[src/rtl/draw_screen_ctrl_if.sv]
// -----------------------------------------------------------------------------
// vga_pkg / vga_if
//
// Purpose:
//   Shared VGA constants, the pipeline payload struct, and the VGA stream
//   interface that carries timing and colour between pipeline stages.
//
// vga_if signals:
//   hcount, vcount  pixel counters (CNT_W bits)
//   hsync, vsync    sync pulses
//   hblnk, vblnk    blanking flags
//   rgb             12-bit colour {r,g,b}
//
// Modports:
//   in  / slave   consumer side, where all signals are inputs
//   out / master  producer side, where all signals are outputs
// -----------------------------------------------------------------------------
package vga_pkg;

    localparam int HOR_PIXELS = 800;
    localparam int VER_PIXELS = 600;
    localparam int CNT_W      = 11;

    // One pixel's worth of timing plus colour, used for the delay line.
    typedef struct packed {
        logic [CNT_W-1:0] hcount;
        logic [CNT_W-1:0] vcount;
        logic             hsync;
        logic             vsync;
        logic             hblnk;
        logic             vblnk;
        logic [11:0]      rgb;
    } vga_sig_t;

endpackage

interface vga_if;

    logic [vga_pkg::CNT_W-1:0] hcount;
    logic [vga_pkg::CNT_W-1:0] vcount;
    logic                      hsync;
    logic                      vsync;
    logic                      hblnk;
    logic                      vblnk;
    logic [11:0]               rgb;

    modport in     (input  hcount, vcount, hsync, vsync, hblnk, vblnk, rgb);
    modport out    (output hcount, vcount, hsync, vsync, hblnk, vblnk, rgb);
    modport slave  (input  hcount, vcount, hsync, vsync, hblnk, vblnk, rgb);
    modport master (output hcount, vcount, hsync, vsync, hblnk, vblnk, rgb);

endinterface

[src/rtl/draw_screen_ctrl.sv]
// -----------------------------------------------------------------------------
// draw_screen_ctrl
//
// Purpose:
//   Draws the menu bitmap, the game background or a per-winner result screen
//   into the VGA stream for NUM_PLAYERS players. It sits after timing
//   generation and before the game-object drawers. The screen state only
//   changes at a frame boundary, which is the rising edge of in.vsync, so a
//   frame never tears.
//
// Optional feature:
//   `define DRAW_SCREEN_BLINK_EN to make the result screen blink. It
//   alternates between the winner colour and the menu image every
//   BLINK_FRAMES frames.
//
// Ports:
//   clk         pixel clock
//   rst_n       asynchronous reset, active low
//   game_en     level input: players request or keep the game running
//   win         level input: win[k] means player k has won
//   rgb_pixel   menu ROM data, valid 1 cycle after pixel_addr
//   pixel_addr  menu ROM address {row, col}, scaled by 2**SCALE_SHIFT
//   state_o     current screen: 0 MENU, 1 GAME, 2 WIN
//   winner_o    index of the latched winner, valid in WIN
//   in          VGA timing and rgb from upstream
//   out         VGA timing and rgb to downstream (3 cycles of latency)
// -----------------------------------------------------------------------------
module draw_screen_ctrl
    import vga_pkg::*;
#(
    parameter int                          NUM_PLAYERS  = 2,
    parameter int                          SCALE_SHIFT  = 3,
    parameter int                          ADDR_W       = 7,
    parameter logic [11:0]                 GAME_RGB     = 12'h000,
    parameter logic [11:0]                 BLANK_RGB    = 12'h888,
    parameter logic [NUM_PLAYERS*12-1:0]   WIN_RGB      = {12'hF0A, 12'hFFF},
    parameter int                          BLINK_FRAMES = 30
) (
    input  logic                    clk,
    input  logic                    rst_n,
    input  logic                    game_en,
    input  logic [NUM_PLAYERS-1:0]  win,
    input  logic [11:0]             rgb_pixel,
    output logic [2*ADDR_W-1:0]     pixel_addr,
    output logic [1:0]              state_o,
    output logic [((NUM_PLAYERS > 1) ? $clog2(NUM_PLAYERS) : 1)-1:0] winner_o,
    vga_if.in                       in,
    vga_if.out                      out
);

    localparam int WIN_W = (NUM_PLAYERS > 1) ? $clog2(NUM_PLAYERS) : 1;

    localparam logic [CNT_W-1:0] HOR_LIM = CNT_W'(HOR_PIXELS);
    localparam logic [CNT_W-1:0] VER_LIM = CNT_W'(VER_PIXELS);

    // Catch parameter values the design cannot support at elaboration time.
    if (NUM_PLAYERS < 1 || NUM_PLAYERS > 8) begin : g_bad_players
        $error("draw_screen_ctrl: NUM_PLAYERS must be 1..8");
    end
    if (ADDR_W < 1 || ADDR_W > CNT_W) begin : g_bad_addr
        $error("draw_screen_ctrl: ADDR_W must be 1..CNT_W");
    end
    if (BLINK_FRAMES < 1) begin : g_bad_blink
        $error("draw_screen_ctrl: BLINK_FRAMES must be >= 1");
    end

    typedef enum logic [1:0] {
        S_MENU = 2'd0,
        S_GAME = 2'd1,
        S_WIN  = 2'd2
    } state_t;

    state_t             state_q, state_d;
    logic [WIN_W-1:0]   winner_q, winner_d;
    logic [WIN_W-1:0]   win_idx;
    logic               vsync_q;
    logic               frame_pulse;
    logic               show_menu_in_win;

    vga_sig_t           in_sig, d1_q, d2_q;
    logic [11:0]        rgb_next;
    logic [11:0]        win_colour;

    // ------------------------------------------------------------------
    // Frame boundary: a one-cycle pulse on the rising edge of in.vsync.
    // ------------------------------------------------------------------
    assign frame_pulse = in.vsync & ~vsync_q;

    // NOTE: sequential state uses non-blocking assignments, so every flop
    // samples values from before the clock edge regardless of block order.
    always_ff @(posedge clk or negedge rst_n) begin
        if (!rst_n) begin
            vsync_q <= 1'b0;
        end else begin
            vsync_q <= in.vsync;
        end
    end

    // ------------------------------------------------------------------
    // Lowest set win bit. Scanning from the top lets lower indices
    // overwrite higher ones, so a tie goes to the lowest player.
    // ------------------------------------------------------------------
    always_comb begin
        win_idx = '0;
        for (int k = NUM_PLAYERS - 1; k >= 0; k--) begin
            if (win[k]) begin
                win_idx = WIN_W'(k);
            end
        end
    end

    // ------------------------------------------------------------------
    // Screen FSM. It only moves on frame_pulse.
    // ------------------------------------------------------------------
    always_ff @(posedge clk or negedge rst_n) begin
        if (!rst_n) begin
            state_q  <= S_MENU;
            winner_q <= '0;
        end else begin
            state_q  <= state_d;
            winner_q <= winner_d;
        end
    end

    // NOTE: every always_comb output gets a default first, so no path can
    // leave it unassigned and infer a latch.
    always_comb begin
        state_d  = state_q;
        winner_d = winner_q;
        if (frame_pulse) begin
            unique case (state_q)
                S_MENU: begin
                    if (game_en) begin
                        state_d = S_GAME;
                    end
                end
                S_GAME: begin
                    // A win beats game_en dropping in the same frame.
                    if (|win) begin
                        state_d  = S_WIN;
                        winner_d = win_idx;
                    end else if (!game_en) begin
                        state_d = S_MENU;
                    end
                end
                S_WIN: begin
                    // Further win changes are ignored until the menu.
                    if (!game_en) begin
                        state_d = S_MENU;
                    end
                end
                default: begin
                    state_d = S_MENU;
                end
            endcase
        end
    end

    assign state_o  = state_q;
    assign winner_o = winner_q;

    // ------------------------------------------------------------------
    // Optional result-screen blink.
    // ------------------------------------------------------------------
`ifdef DRAW_SCREEN_BLINK_EN
    localparam int BLINK_W = (BLINK_FRAMES > 1) ? $clog2(BLINK_FRAMES) : 1;

    logic [BLINK_W-1:0] frame_cnt_q;
    logic               blink_q;

    // The counter stays cleared outside WIN. The entry pulse happens while
    // the state is still GAME, so the first WIN frame always starts at
    // phase 0 with a count of zero.
    always_ff @(posedge clk or negedge rst_n) begin
        if (!rst_n) begin
            frame_cnt_q <= '0;
            blink_q     <= 1'b0;
        end else if (state_q != S_WIN) begin
            frame_cnt_q <= '0;
            blink_q     <= 1'b0;
        end else if (frame_pulse) begin
            if (frame_cnt_q == BLINK_W'(BLINK_FRAMES - 1)) begin
                frame_cnt_q <= '0;
                blink_q     <= ~blink_q;
            end else begin
                frame_cnt_q <= frame_cnt_q + 1'b1;
            end
        end
    end

    assign show_menu_in_win = blink_q;
`else
    assign show_menu_in_win = 1'b0;
`endif

    // ------------------------------------------------------------------
    // ROM address. The counts are scaled down and truncated, so they wrap
    // rather than saturate. The ROM answers one cycle later, which lines
    // its data up with the second delay stage.
    // ------------------------------------------------------------------
    always_ff @(posedge clk or negedge rst_n) begin
        if (!rst_n) begin
            pixel_addr <= '0;
        end else begin
            pixel_addr <= {ADDR_W'(in.vcount >> SCALE_SHIFT),
                           ADDR_W'(in.hcount >> SCALE_SHIFT)};
        end
    end

    // ------------------------------------------------------------------
    // Two-stage delay line for the timing and upstream colour.
    // ------------------------------------------------------------------
    assign in_sig = '{hcount: in.hcount, vcount: in.vcount,
                      hsync:  in.hsync,  vsync:  in.vsync,
                      hblnk:  in.hblnk,  vblnk:  in.vblnk,
                      rgb:    in.rgb};

    // NOTE: the delay stages are reset along with the outputs. Without that
    // the first three output cycles after reset would carry X timing into
    // downstream drawers.
    always_ff @(posedge clk or negedge rst_n) begin
        if (!rst_n) begin
            d1_q <= '0;
            d2_q <= '0;
        end else begin
            d1_q <= in_sig;
            d2_q <= d1_q;
        end
    end

    // ------------------------------------------------------------------
    // Colour select at the delayed stage. Blanking has the highest
    // priority, then pixels outside the visible area, then the screen
    // state.
    // ------------------------------------------------------------------
    assign win_colour = WIN_RGB[12*winner_q +: 12];

    always_comb begin
        rgb_next = d2_q.rgb;
        if (d2_q.hblnk || d2_q.vblnk) begin
            rgb_next = BLANK_RGB;
        end else if (d2_q.vcount >= VER_LIM || d2_q.hcount >= HOR_LIM) begin
            rgb_next = d2_q.rgb;
        end else begin
            unique case (state_q)
                S_MENU:  rgb_next = rgb_pixel;
                S_GAME:  rgb_next = GAME_RGB;
                S_WIN:   rgb_next = show_menu_in_win ? rgb_pixel : win_colour;
                default: rgb_next = d2_q.rgb;
            endcase
        end
    end

    // ------------------------------------------------------------------
    // Output register.
    // ------------------------------------------------------------------
    always_ff @(posedge clk or negedge rst_n) begin
        if (!rst_n) begin
            out.hcount <= '0;
            out.vcount <= '0;
            out.hsync  <= 1'b0;
            out.vsync  <= 1'b0;
            out.hblnk  <= 1'b0;
            out.vblnk  <= 1'b0;
            out.rgb    <= '0;
        end else begin
            out.hcount <= d2_q.hcount;
            out.vcount <= d2_q.vcount;
            out.hsync  <= d2_q.hsync;
            out.vsync  <= d2_q.vsync;
            out.hblnk  <= d2_q.hblnk;
            out.vblnk  <= d2_q.vblnk;
            out.rgb    <= rgb_next;
        end
    end

endmodule

[src/flat_wrapper.sv]
// flat-port wrapper written by rule: the top's interface ports become plain ports
module draw_screen_ctrl_flat import vga_pkg::*;
#(
    parameter int                          NUM_PLAYERS  = 2,
    parameter int                          SCALE_SHIFT  = 3,
    parameter int                          ADDR_W       = 7,
    parameter logic [11:0]                 GAME_RGB     = 12'h000,
    parameter logic [11:0]                 BLANK_RGB    = 12'h888,
    parameter logic [NUM_PLAYERS*12-1:0]   WIN_RGB      = {12'hF0A, 12'hFFF},
    parameter int                          BLINK_FRAMES = 30
)
  (clk, rst_n, game_en, win, rgb_pixel, pixel_addr, state_o, winner_o, in_hcount, in_vcount, in_hsync, in_vsync, in_hblnk, in_vblnk, in_rgb, out_hcount, out_vcount, out_hsync, out_vsync, out_hblnk, out_vblnk, out_rgb);
  vga_if in_i ();
  vga_if out_i ();
  input  logic clk;
  input  logic rst_n;
  input  logic game_en;
  input  logic [NUM_PLAYERS-1:0] win;
  input  logic [11:0] rgb_pixel;
  output logic [2*ADDR_W-1:0] pixel_addr;
  output logic [1:0] state_o;
  output logic [((NUM_PLAYERS > 1) ? $clog2(NUM_PLAYERS) : 1)-1:0] winner_o;
  input wire logic [$bits(in_i.hcount)-1:0] in_hcount;
  input wire logic [$bits(in_i.vcount)-1:0] in_vcount;
  input wire logic [$bits(in_i.hsync)-1:0] in_hsync;
  input wire logic [$bits(in_i.vsync)-1:0] in_vsync;
  input wire logic [$bits(in_i.hblnk)-1:0] in_hblnk;
  input wire logic [$bits(in_i.vblnk)-1:0] in_vblnk;
  input wire logic [$bits(in_i.rgb)-1:0] in_rgb;
  output wire logic [$bits(out_i.hcount)-1:0] out_hcount;
  output wire logic [$bits(out_i.vcount)-1:0] out_vcount;
  output wire logic [$bits(out_i.hsync)-1:0] out_hsync;
  output wire logic [$bits(out_i.vsync)-1:0] out_vsync;
  output wire logic [$bits(out_i.hblnk)-1:0] out_hblnk;
  output wire logic [$bits(out_i.vblnk)-1:0] out_vblnk;
  output wire logic [$bits(out_i.rgb)-1:0] out_rgb;
  assign in_i.hcount = in_hcount;
  assign in_i.vcount = in_vcount;
  assign in_i.hsync = in_hsync;
  assign in_i.vsync = in_vsync;
  assign in_i.hblnk = in_hblnk;
  assign in_i.vblnk = in_vblnk;
  assign in_i.rgb = in_rgb;
  assign out_hcount = out_i.hcount;
  assign out_vcount = out_i.vcount;
  assign out_hsync = out_i.hsync;
  assign out_vsync = out_i.vsync;
  assign out_hblnk = out_i.hblnk;
  assign out_vblnk = out_i.vblnk;
  assign out_rgb = out_i.rgb;
  draw_screen_ctrl #(.NUM_PLAYERS(NUM_PLAYERS), .SCALE_SHIFT(SCALE_SHIFT), .ADDR_W(ADDR_W), .GAME_RGB(GAME_RGB), .BLANK_RGB(BLANK_RGB), .WIN_RGB(WIN_RGB), .BLINK_FRAMES(BLINK_FRAMES)) u_core (.clk(clk), .rst_n(rst_n), .game_en(game_en), .win(win), .rgb_pixel(rgb_pixel), .pixel_addr(pixel_addr), .state_o(state_o), .winner_o(winner_o), .in(in_i), .out(out_i));
endmodule
[config.mk]
export PLATFORM = sky130hd
export DESIGN_NAME = draw_screen_ctrl_flat
export DESIGN_NICKNAME = d
export VERILOG_FILES = /design/src/rtl/draw_screen_ctrl_if.sv /design/src/rtl/draw_screen_ctrl.sv /design/src/flat_wrapper.sv
export SDC_FILE = /design/constraint.sdc
export NUM_CORES = 1
export LEC_CHECK = 0
export ABC_AREA = 1
export ABC_CLOCK_PERIOD_IN_PS = 1560
export BUFFER_PORTS_ARGS = -buffer_cell sky130_fd_sc_hd__buf_2
export CAP_MARGIN = 20
export CORE_MARGIN = 5
export CORE_UTILIZATION = 45
export DETAILED_ROUTE_END_ITERATION = 7
export PLACE_DENSITY = 0.8
export SLEW_MARGIN = 20
export SYNTH_ARGS = -nofsm -noshare
export SYNTH_HDL_FRONTEND = slang
export SYNTH_SLANG_ARGS = --single-unit
[constraint.sdc]
create_clock -name clk -period 1.56 [get_ports clk]
set_input_delay 0.312 -clock clk [delete_from_list [all_inputs] [get_ports clk]]
set_output_delay 0.312 -clock clk [all_outputs]
set_load 0.1 [all_outputs]
==> results of run 1 <==
cells in the mapped netlist (all sizes together):
library cell,n
a21boi,1
a21oi,10
a31oi,1
buf,17
clkbuf,1
dfrtp,117
inv,17
nand2,39
nand3,18
nor2,31
nor3,1
o21ai,10
or2,2
where the power goes:
part	total (mW)	switching [mW]	internal, mW
Clock	3.75	1.21	2.54
Combinational	1.78	1.31	0.472
Sequential	3.35	0.120	3.23
Total	8.88	2.64	6.25
worst reg2reg max path, stage by stage, from the launching register on:
cell and delay, ns:
dfrtp_1 0.37, or2_1 0.26, a21oi_4 0.29, nand2_2 0.19
nand2_1 0.11, nand2_1 0.07, nor2_1 0.12
metal layers:
layer / track usage, % / wire length (µm)
met4: 7.35 / 119
met3: 7.23 / 618
met5: 0 / 0
met1: 19.1 / 2830
met2: 27.2 / 3890
how the worst min path moves through the flow:
stage	slack, ns	start	endpoint
floorplan	0.02	rst_n	u_core.d1_q[0]
global placement	0.20	rst_n	u_core.d2_q[16]
detailed placement	0.20	rst_n	u_core.d2_q[16]
CTS	0.10	game_en	u_core.state_o[1]
global route	0.12	win[1]	u_core.winner_o
finish	0.12	win[1]	u_core.winner_o
state kept, by name, indices dropped and copies added, names as in the netlist:
| signal | cells |
|---|---|
| u_core.out.hcount | 11 |
| u_core.out.hsync | 1 |
| u_core.out.hblnk | 1 |
| u_core.vsync_q | 1 |
| u_core.out.vblnk | 1 |
| u_core.pixel_addr | 13 |
| u_core.out.rgb | 12 |
| u_core.d1_q | 24 |
| u_core.out.vcount | 11 |
| u_core.winner_o | 1 |
| u_core.state_o | 2 |
| u_core.d2_q | 38 |
| u_core.out.vsync | 1 |
cells in the final DEF, fill, tap and decap left out, drive strengths merged:
cell type    synthesis  final
nor2                31     31
or2                  2      2
clkinv               0      5
bufinv               0      3
clkinvlp             0      1
a31oi                1      1
inv                 17     17
buf                 17    108
dfrtp              117    117
a21oi               10     10
nand3               18     18
nor3                 1      1
clkbuf               1     30
o21ai               10     10
dlygate4sd3          0     39
nand2               39     39
a21boi               1      1
cell families after synthesis:
logic type / count (synthesis)
and+or+nand+nor: 91
DFF: 117
AOI/OAI and AO/OA: 22
buffers and inverters: 35
repair_timing:
| item | in CTS | in global routing |
|---|---|---|
| gates resized for setup | 46 | 8 |
| hold buffers | 39 | 0 |
| buffers inserted | 0 | 0 |
| setup endpoints to repair | 46 | 14 |
| endpoints found under the hold margin | 139 | 0 |
area by class of cell:
class                   instances  area share (%)
flip-flops and latches        117            54.4
clock inverters                 9            2.34
repair buffers                155            21.9
well taps                     102            2.37
inverters                      17            1.18
clock buffers                  22            8.59
multi-input cells             113            9.28
==> key figures, run 1 <==
Status
  – Status: complete, no violations

Min path
  – HP Class: in -> reg
  – Hold Crit Depth: 3

CTS
  – Clock sink total: 117
  – Clock transition at the registers of the reported paths: 0.05 ns
  – CTS Buffer Depth: 2
  – CTS tree: built
  – H-tree Lvls: 4
  – CTS Root Cell: clkbuf_8
  – Later-pin clock latency in the skew report: 0.49 ns
  – TritonCTS buffer count: 17

Synth
  – Post-synthesis adder-cell area fraction: 0%
  – Sequential area share after synthesis: 80.6%
  – Mapped Area: 0.00363 mm²
  – Post-Syn Nets: 320
  – Yosys top cell by area: dfrtp_1
  – Post-synthesis cell type count: 18
  – Area contributors post-synth: dfrtp_1 (81%), nand2_1 (3.8%), nor2_1 (3.2%), buf_4 (2.9%), nand3_1 (2.5%)
  – Syn avg cell area: 13.7 µm²
  – Cells after Synth: 265
  – Post-synthesis simple-gate area fraction: 10.3%
  – Main combinational cell family by area after synthesis: simple AND/OR/NAND/NOR gates
  – Post-synthesis register bit count: 117
  – Yosys top cell area share: 80.6%
  – Compound-cell area share of the yosys netlist: 3.44%
  – Synth Area in XOR/XNOR: 0%
  – Warnings from Yosys: 0
  – Post-synthesis mux area share: 0%

Global route
  – Largest net degree at the start of global routing: 35
  – Vias in the first global route: 2689
  – Initial antenna violation count: 0
  – GRT Residual Overflow: 0
  – Total Routing Usage GR: 16.7%
  – First-pass GRT wire length: 12.7 mm

Final layout
  – Synth-to-Final Area Change: 48.4%
  – Final core utilization: 69.1%
  – Filler instances: 559
  – Area of the multi-input gates: 500 µm²
  – Final nets: 476
  – Sequential cell area: 0.00293 mm²
  – Design area: 0.00539 mm²
  – Layout cells sized above 1: 35.1%
  – Post-route insts no fill: 535
  – Ant diodes: 0

Critical path
  – R2r setup slk: 0.07 ns
  – Crit path depth: 1
  – Cell Chain, Critical Path: buf_4
  – Largest delay share family, worst path: flip-flops
  – Slowest library cell on the worst path: dfrtp_2
  – Crit path required time: 1.25 ns
  – Worst-case reg-to-reg path depth: 6
  – Worst r2r dst: u_core.out.rgb[9]
  – Crit path to: state_o[0]
  – Worst Setup SP: u_core.state_o[0]
  – Crit path buf inv count: 1
  – CP endpoint kind: primary output
  – Critical path arrival: 1.21 ns
  – Crit start category: register
  – R2r startpoint: u_core.d2_q[26]
  – CP peak stage delay: 0.42 ns
  – Critical path class: reg -> out
  – Max FO, Critical Path: 7

Timing
  – Skew final: 0.00777 ns
  – Worst setup margin: 0.0335 ns
  – Pins Over Slew Limit: 0
  – Final hold violations: 0
  – Max_slew headroom: 71.9%
  – Min cycle time layout: 1.53 ns
  – Final setup viols: 0
  – Post-Route Hold Slack: 0.125 ns
  – Post-route setup TNS: 0 ns
  – Fmax: 655 MHz
  – RSZ-0062 raised after global routing: true
  – Slew at the pin with the worst max-slew slack: 0.419 ns
  – Final period util: 97.9%

Flow run
  – Maxcap violations: 0

Die
  – Placeable Area: 0.00781 mm²
  – Initial core utilization: 46.5%
  – Die area: 0.00997 mm²
  – Die width: 99.8 µm
  – Site row count: 32
  – # IOs: 110
  – DIE HEIGHT: 99.8 µm

Placement
  – RePlAce Congestion: 0.758
  – DP Area: 0.00428 mm²
  – HPWL Detailed: 5.03 mm
  – Buffers added on ports: 109
  – Setup slack at placement: 0.124 ns
  – Placed cell count: 465

Routing
  – Post-route DRC: 0
  – Via count: 2405
  – Via-to-Cell Ratio: 4.50
  – Final WL: 7.46 mm
  – Antenna viol nets, final: 0
  – DR iter-0 viols: 104
  – Pre-antenna DRT Iters: 4
  – DR WL/cell: 13.9 µm

Power
  – Lkg Pwr: 2.68 nW
  – Pwr Total: 8.88 mW
  – Pwr/cell area: 1650 mW/mm²
  – Maximum VDD drop: 1150 µV
Note: power is estimated with default switching activity, not from simulation.
==> run 2, diff against run 1 <==
--- a/config.mk
+++ b/config.mk
@@ -11,8 +11,10 @@
 export CAP_MARGIN = 20
 export CORE_MARGIN = 5
 export CORE_UTILIZATION = 45
+export CTS_CLUSTER_DIAMETER = 50
 export DETAILED_ROUTE_END_ITERATION = 7
 export PLACE_DENSITY = 0.8
+export SETUP_SLACK_MARGIN = 0.2
 export SLEW_MARGIN = 20
 export SYNTH_ARGS = -nofsm -noshare
 export SYNTH_HDL_FRONTEND = slang
==> constraint.sdc (replaced) <==
create_clock -name clk -period 1.56 [get_ports clk]
set_input_delay 0.078 -clock clk [delete_from_list [all_inputs] [get_ports clk]]
set_output_delay 0.078 -clock clk [all_outputs]
set_load 0.1 [all_outputs]
==> run 2 against run 1 <==
Compared with the run above:
- die area stayed put
- register-to-register slack better by 0.16 ns
- utilization is 1.1 points higher
- final cell count is 2.6% higher
- clock power is 5.9% lower
- count of clock-buffer cells in the layout is 4 lower
- wire length is 5.0% higher
- via count is 3.5% higher
- sequential share of layout area is 0.71 points lower
- worst setup slack better by 0.19 ns
- sequential power is 1% higher
- sequential cell count stayed put
- critical path type is now reg -> reg
- critical endpoint is now u_core.out.rgb[8]
- largest cell class unchanged
==> key figures, run 2 (synthesized netlist as in run 1, its figures left out) <==
Status
  – Status: complete, no violations

CTS
  – CTS Root Cell: clkbuf_8
  – Later-pin clock latency in the skew report: 0.50 ns
  – Clock sink total: 117
  – Clock transition at the registers of the reported paths: 0.05 ns
  – H-tree Lvls: 4
  – TritonCTS buffer count: 17
  – CTS Buffer Depth: 2
  – CTS tree: built

Final layout
  – Layout cells sized above 1: 36.7%
  – Largest reg by FF count: u_core.d2_q
  – Final nets: 491
  – Ant diodes: 0
  – Commonest non-fill, non-tap cell in the layout: dfrtp_1
  – Leading registers by flop count: u_core.d2_q: 38 flops, u_core.d1_q: 24 flops, u_core.pixel_addr: 13 flops
  – Most frequent cells in the layout: dfrtp_1 (114), buf_2 (66), dlygate4sd3_1 (47), nand2_1 (36), nor2_1 (30)
  – Filler instances: 516
  – Synth-to-Final Area Change: 50.8%
  – Max reg flops: 38
  – Post-route insts no fill: 549

Routing
  – DR iter-0 viols: 114
  – Post-route DRC: 0
  – DR WL/cell: 14.3 µm
  – Pre-antenna DRT Iters: 5
  – Antenna viol nets, final: 0
  – Via count: 2488
  – Via-to-Cell Ratio: 4.53
  – Final WL: 7.83 mm

Power
  – Int Pwr: 6.04 mW
  – Clock network fraction of design power: 40.1%
  – Maximum VDD drop: 859 µV
  – Sw power: 2.77 mW
  – Pwr/cell area: 1610 mW/mm²
  – Reg power frac: 38.6%
  – Gate power share: 21.3%
  – Switching Share: 31.5%
  – Lkg Pwr: 2.70 nW

Timing
  – Final period util: 85.4%
  – Post-route setup TNS: 0 ns
  – Post-Route Hold Slack: 0.0599 ns
  – Final setup viols: 0
  – Min cycle time layout: 1.33 ns
  – Final hold violations: 0
  – Max_slew headroom: 66.6%
  – Skew final: 0.00822 ns
  – Fmax: 751 MHz
  – RSZ-0062 raised after global routing: true
  – Pins Over Slew Limit: 0
  – Slew at the pin with the worst max-slew slack: 0.502 ns

Critical path
  – Worst r2r dst: u_core.out.rgb[8]
  – Max FO, Critical Path: 9
  – Critical path class: reg -> reg
  – Crit path required time: 1.97 ns
  – Worst Setup SP: u_core.d2_q[26]
  – Crit start category: register
  – Critical path arrival: 1.75 ns
  – Worst-case reg-to-reg path depth: 6
  – Crit path to: u_core.out.rgb[8]
  – R2r startpoint: u_core.d2_q[26]
  – CP endpoint kind: register
  – R2r setup slk: 0.23 ns

Die
  – Initial core utilization: 46.5%
  – Die area: 0.00997 mm²
  – # IOs: 110
  – DIE HEIGHT: 99.8 µm
  – Site row count: 32
  – Placeable Area: 0.00781 mm²
  – Die width: 99.8 µm

Global route
  – Largest net degree at the start of global routing: 48
  – Vias in the first global route: 2612
  – Initial antenna violation count: 0
  – GRT Residual Overflow: 0
  – First-pass GRT wire length: 12.6 mm
  – Total Routing Usage GR: 16.8%

Min path
  – HP Class: in -> reg
  – Hold Crit Depth: 5

Flow run
  – Maxcap violations: 0

Placement
  – HPWL Detailed: 4.81 mm
  – Placed cell count: 462
  – Buffers added on ports: 109
  – RePlAce Congestion: 0.754
run 2: per-layer routing:
layer | share of wire, % | track usage (%)
met1 | 38 | 19.2
met2 | 53 | 28.2
met3 | 7.5 | 6.67
met4 | 1.3 | 6.72
met5 | 0 | 0
run 2: what timing repair did:
| action | 4_1_cts | 5_1_grt |
|---|---|---|
| resized for setup | 19 | 34 |
| endpoints found under the setup margin | 30 | 39 |
| hold endpoints to repair | 163 | 0 |
| buffers inserted | 3 | 7 |
| pin swaps | 0 | 1 |
| hold buffers | 47 | 0 |
run 2: layout make-up:
type | instances | area [µm²] | share of cell area [%]
Tap cell | 102 | 128 | 2.33
Clock inverter | 12 | 135 | 2.47
Timing Repair Buffer | 170 | 1260 | 23.1
Multi-Input combinational cell | 113 | 526 | 9.60
Clock buffer | 18 | 418 | 7.63
Inverter | 17 | 66.3 | 1.21
Sequential cell | 117 | 2940 | 53.7
run 2: how the worst min path moves through the flow:
stage                        from                   end  slack (ns)
global route        rgb_pixel[10]    u_core.out.rgb[10]        0.05
floorplan                   rst_n        u_core.d1_q[0]       -0.22
global placement            rst_n  u_core.out.vcount[8]        0.07
CTS                 rgb_pixel[10]    u_core.out.rgb[10]        0.02
finish              rgb_pixel[10]    u_core.out.rgb[10]        0.06
detailed placement          rst_n  u_core.out.vcount[8]        0.08
run 2: power by group through the flow:
stage	Sequential, mW	Combinational (mW)	Clock [mW]
after floorplan	4.04	0.589	0
after global placement	3.43	1.51	0
after detailed placement	3.44	1.55	0
after CTS	3.40	1.70	3.60
after global routing	3.43	1.99	3.75
final	3.40	1.88	3.53
run 2: per-stage QoR:
step           power (mW)  utilization, %  worst slack [ns]  cell area [µm²]
6_report             8.81            70.1             0.228             5480
5_1_grt              9.17            70.1             0.111             5480
4_1_cts              8.69            68.3             0.131             5330
3_5_place_dp         4.99            54.3             0.134             4240
3_3_place_gp         4.94            54.3             0.199             4240
2_1_floorplan        4.63               -             0.215             3650
run 2: critical path, stage by stage, from the launching register on:
cell and delay, ns:
dfrtp_1 0.37, or2_1 0.26, a21oi_4 0.19, nand2_2 0.15
nand2_1 0.10, nand2_1 0.07, nor2_1 0.11
==> run 3, diff against run 2 <==
--- a/config.mk
+++ b/config.mk
@@ -9,6 +9,7 @@
 export ABC_CLOCK_PERIOD_IN_PS = 1560
 export BUFFER_PORTS_ARGS = -buffer_cell sky130_fd_sc_hd__buf_2
 export CAP_MARGIN = 20
+export CORE_ASPECT_RATIO = 0.5
 export CORE_MARGIN = 5
 export CORE_UTILIZATION = 45
 export CTS_CLUSTER_DIAMETER = 50
==> run 3 against run 2 <==
Compared with the run above:
- non-clock buffer count fell by 5
- maximum frequency shrank 4.2%
- sequential power hardly changed
- final cell count up 1.6%
- via count grew 5.4%
- count of clock-buffer cells in the layout grew 6
- global-route usage up 3.7 points
- sequential cell count unchanged
- highest routed layer unchanged
==> key figures, run 3 (synthesized netlist as in run 1, its figures left out) <==
Status
  – Status: complete, no violations

Final layout
  – Layout cells sized above 1: 38.9%
  – Commonest non-fill, non-tap cell in the layout: dfrtp_1
  – Post-route insts no fill: 558
  – Largest reg by FF count: u_core.d2_q
  – Filler instances: 487
  – Synth-to-Final Area Change: 52.3%
  – Most frequent cells in the layout: dfrtp_1 (114), buf_2 (106), dlygate4sd3_1 (41), nand2_1 (35), nor2_1 (30)
  – Max reg flops: 38
  – Final nets: 487
  – Design area: 0.00553 mm²
  – Final core utilization: 69.6%
  – Leading registers by flop count: u_core.d2_q: 38 flops, u_core.d1_q: 24 flops, u_core.pixel_addr: 13 flops

Routing
  – Via-to-Cell Ratio: 4.70
  – Pre-antenna DRT Iters: 5
  – DR iter-0 viols: 281
  – Via count: 2623
  – Antenna viol nets, final: 0
  – DR WL/cell: 18.0 µm
  – Post-route DRC: 0
  – Final WL: 10.0 mm

CTS
  – Later-pin clock latency in the skew report: 0.42 ns
  – Clock sink total: 117
  – CTS Root Cell: clkbuf_16
  – TritonCTS buffer count: 17
  – Clock transition at the registers of the reported paths: 0.05 ns
  – CTS tree: built
  – H-tree Lvls: 4
  – CTS Buffer Depth: 2

Critical path
  – Critical path arrival: 1.69 ns
  – Critical path class: reg -> reg
  – Worst Setup SP: u_core.d2_q[32]
  – Crit path required time: 1.86 ns
  – CP endpoint kind: register
  – Max FO, Critical Path: 5
  – R2r setup slk: 0.17 ns
  – R2r startpoint: u_core.d2_q[32]
  – Worst r2r dst: u_core.out.rgb[6]
  – Crit path to: u_core.out.rgb[6]
  – Crit start category: register
  – Worst-case reg-to-reg path depth: 7

Timing
  – Fmax: 719 MHz
  – Post-route setup TNS: 0 ns
  – Max_slew headroom: 65.6%
  – Final setup viols: 0
  – Final period util: 89.1%
  – Min cycle time layout: 1.39 ns
  – RSZ-0062 raised after global routing: true
  – Final hold violations: 0
  – Worst setup margin: 0.169 ns
  – Skew final: 0.00810 ns
  – Slew at the pin with the worst max-slew slack: 0.520 ns
  – Pins Over Slew Limit: 0

Global route
  – First-pass GRT wire length: 14.5 mm
  – GRT Residual Overflow: 0
  – Total Routing Usage GR: 20.5%
  – Largest net degree at the start of global routing: 41
  – Initial antenna violation count: 1
  – Vias in the first global route: 2684

Flow run
  – Maxcap violations: 0

Power
  – Pwr/cell area: 1800 mW/mm²
  – Lkg Pwr: 2.76 nW
  – Maximum VDD drop: 880 µV

Die
  – DIE HEIGHT: 73.5 µm
  – Site row count: 23
  – Initial core utilization: 45.7%
  – Die width: 137 µm
  – Placeable Area: 0.00794 mm²
  – Die area: 0.0101 mm²
  – # IOs: 110

Placement
  – HPWL Detailed: 4.98 mm
  – DP Area: 0.00426 mm²
  – Setup slack at placement: 0.155 ns
  – RePlAce Congestion: 0.815
  – Buffers added on ports: 109
  – Placed cell count: 473

Min path
  – HP Class: in -> reg
==> run 3: critical path, stage by stage, from the launching register on <==
cell and delay, ns:
dfrtp_1 0.39, nor2_1 0.11, nand2_1 0.11, a21oi_4 0.29
buf_4 0.18, nand3_1 0.07, nand2_1 0.08, nor2_1 0.04
==> run 3: layer usage <==
layer / share of wire [%] / vias to the layer above / global-route usage, %
li1: - / 1167 / -
met1: 36 / 1302 / 21.1
met2: 54 / 120 / 37.4
met4: 3.9 / 0 / 10.4
met5: 0 / - / 0
met3: 5.7 / 34 / 7.32
==> run 3: power breakdown <==
| part | switching (mW) | total, mW | internal (mW) |
|---|---|---|---|
| registers | 0.178 | 3.43 | 3.25 |
| logic | 1.40 | 1.88 | 0.479 |
| clock network | 1.38 | 4.63 | 3.25 |
| total | 2.95 | 9.93 | 6.98 |
==> run 3: metrics by stage <==
stage | power (mW) | hold WS, ns
floorplan | 4.63 | -0.218
global placement | 4.96 | 0.00803
detailed placement | 4.99 | 0.0120
CTS | 9.71 | 0.0256
global route | 10.2 | 0.0515
finish | 9.93 | 0.0278
==> run 3: layout make-up <==
class                      instances  area [µm²]  share of cell area, %
sequential                       117        2940                   53.1
timing repair buffer             165        1120                   20.3
multi-input combinational        114         562                   10.2
clock buffer                      24         512                   9.25
clock inverter                     8         190                   3.44
tap                              112         140                   2.53
inverter                          17        63.8                   1.15
antenna                            1        2.50                 0.0452
==> run 3: worst min-delay path by stage <==
stage,start,end,slack (ns),depth (start not counted)
final,win[0],u_core.winner_o,0.03,4
after global routing,win[0],u_core.winner_o,0.05,4
after CTS,win[0],u_core.winner_o,0.03,4
after detailed placement,rst_n,u_core.d1_q[28],0.01,1
after global placement,rst_n,u_core.d1_q[28],0.008,1
after floorplan,rst_n,u_core.d1_q[0],-0.22,0
==> run 3: what timing repair did <==
item / 4_1_cts / 5_1_grt
pin swaps: 1 / 3
setup buffers: 2 / 8
cloned: 0 / 1
setup endpoints to repair: 15 / 14
hold endpoints to repair: 157 / 0
hold buffers: 41 / 0
resized for setup: 8 / 9
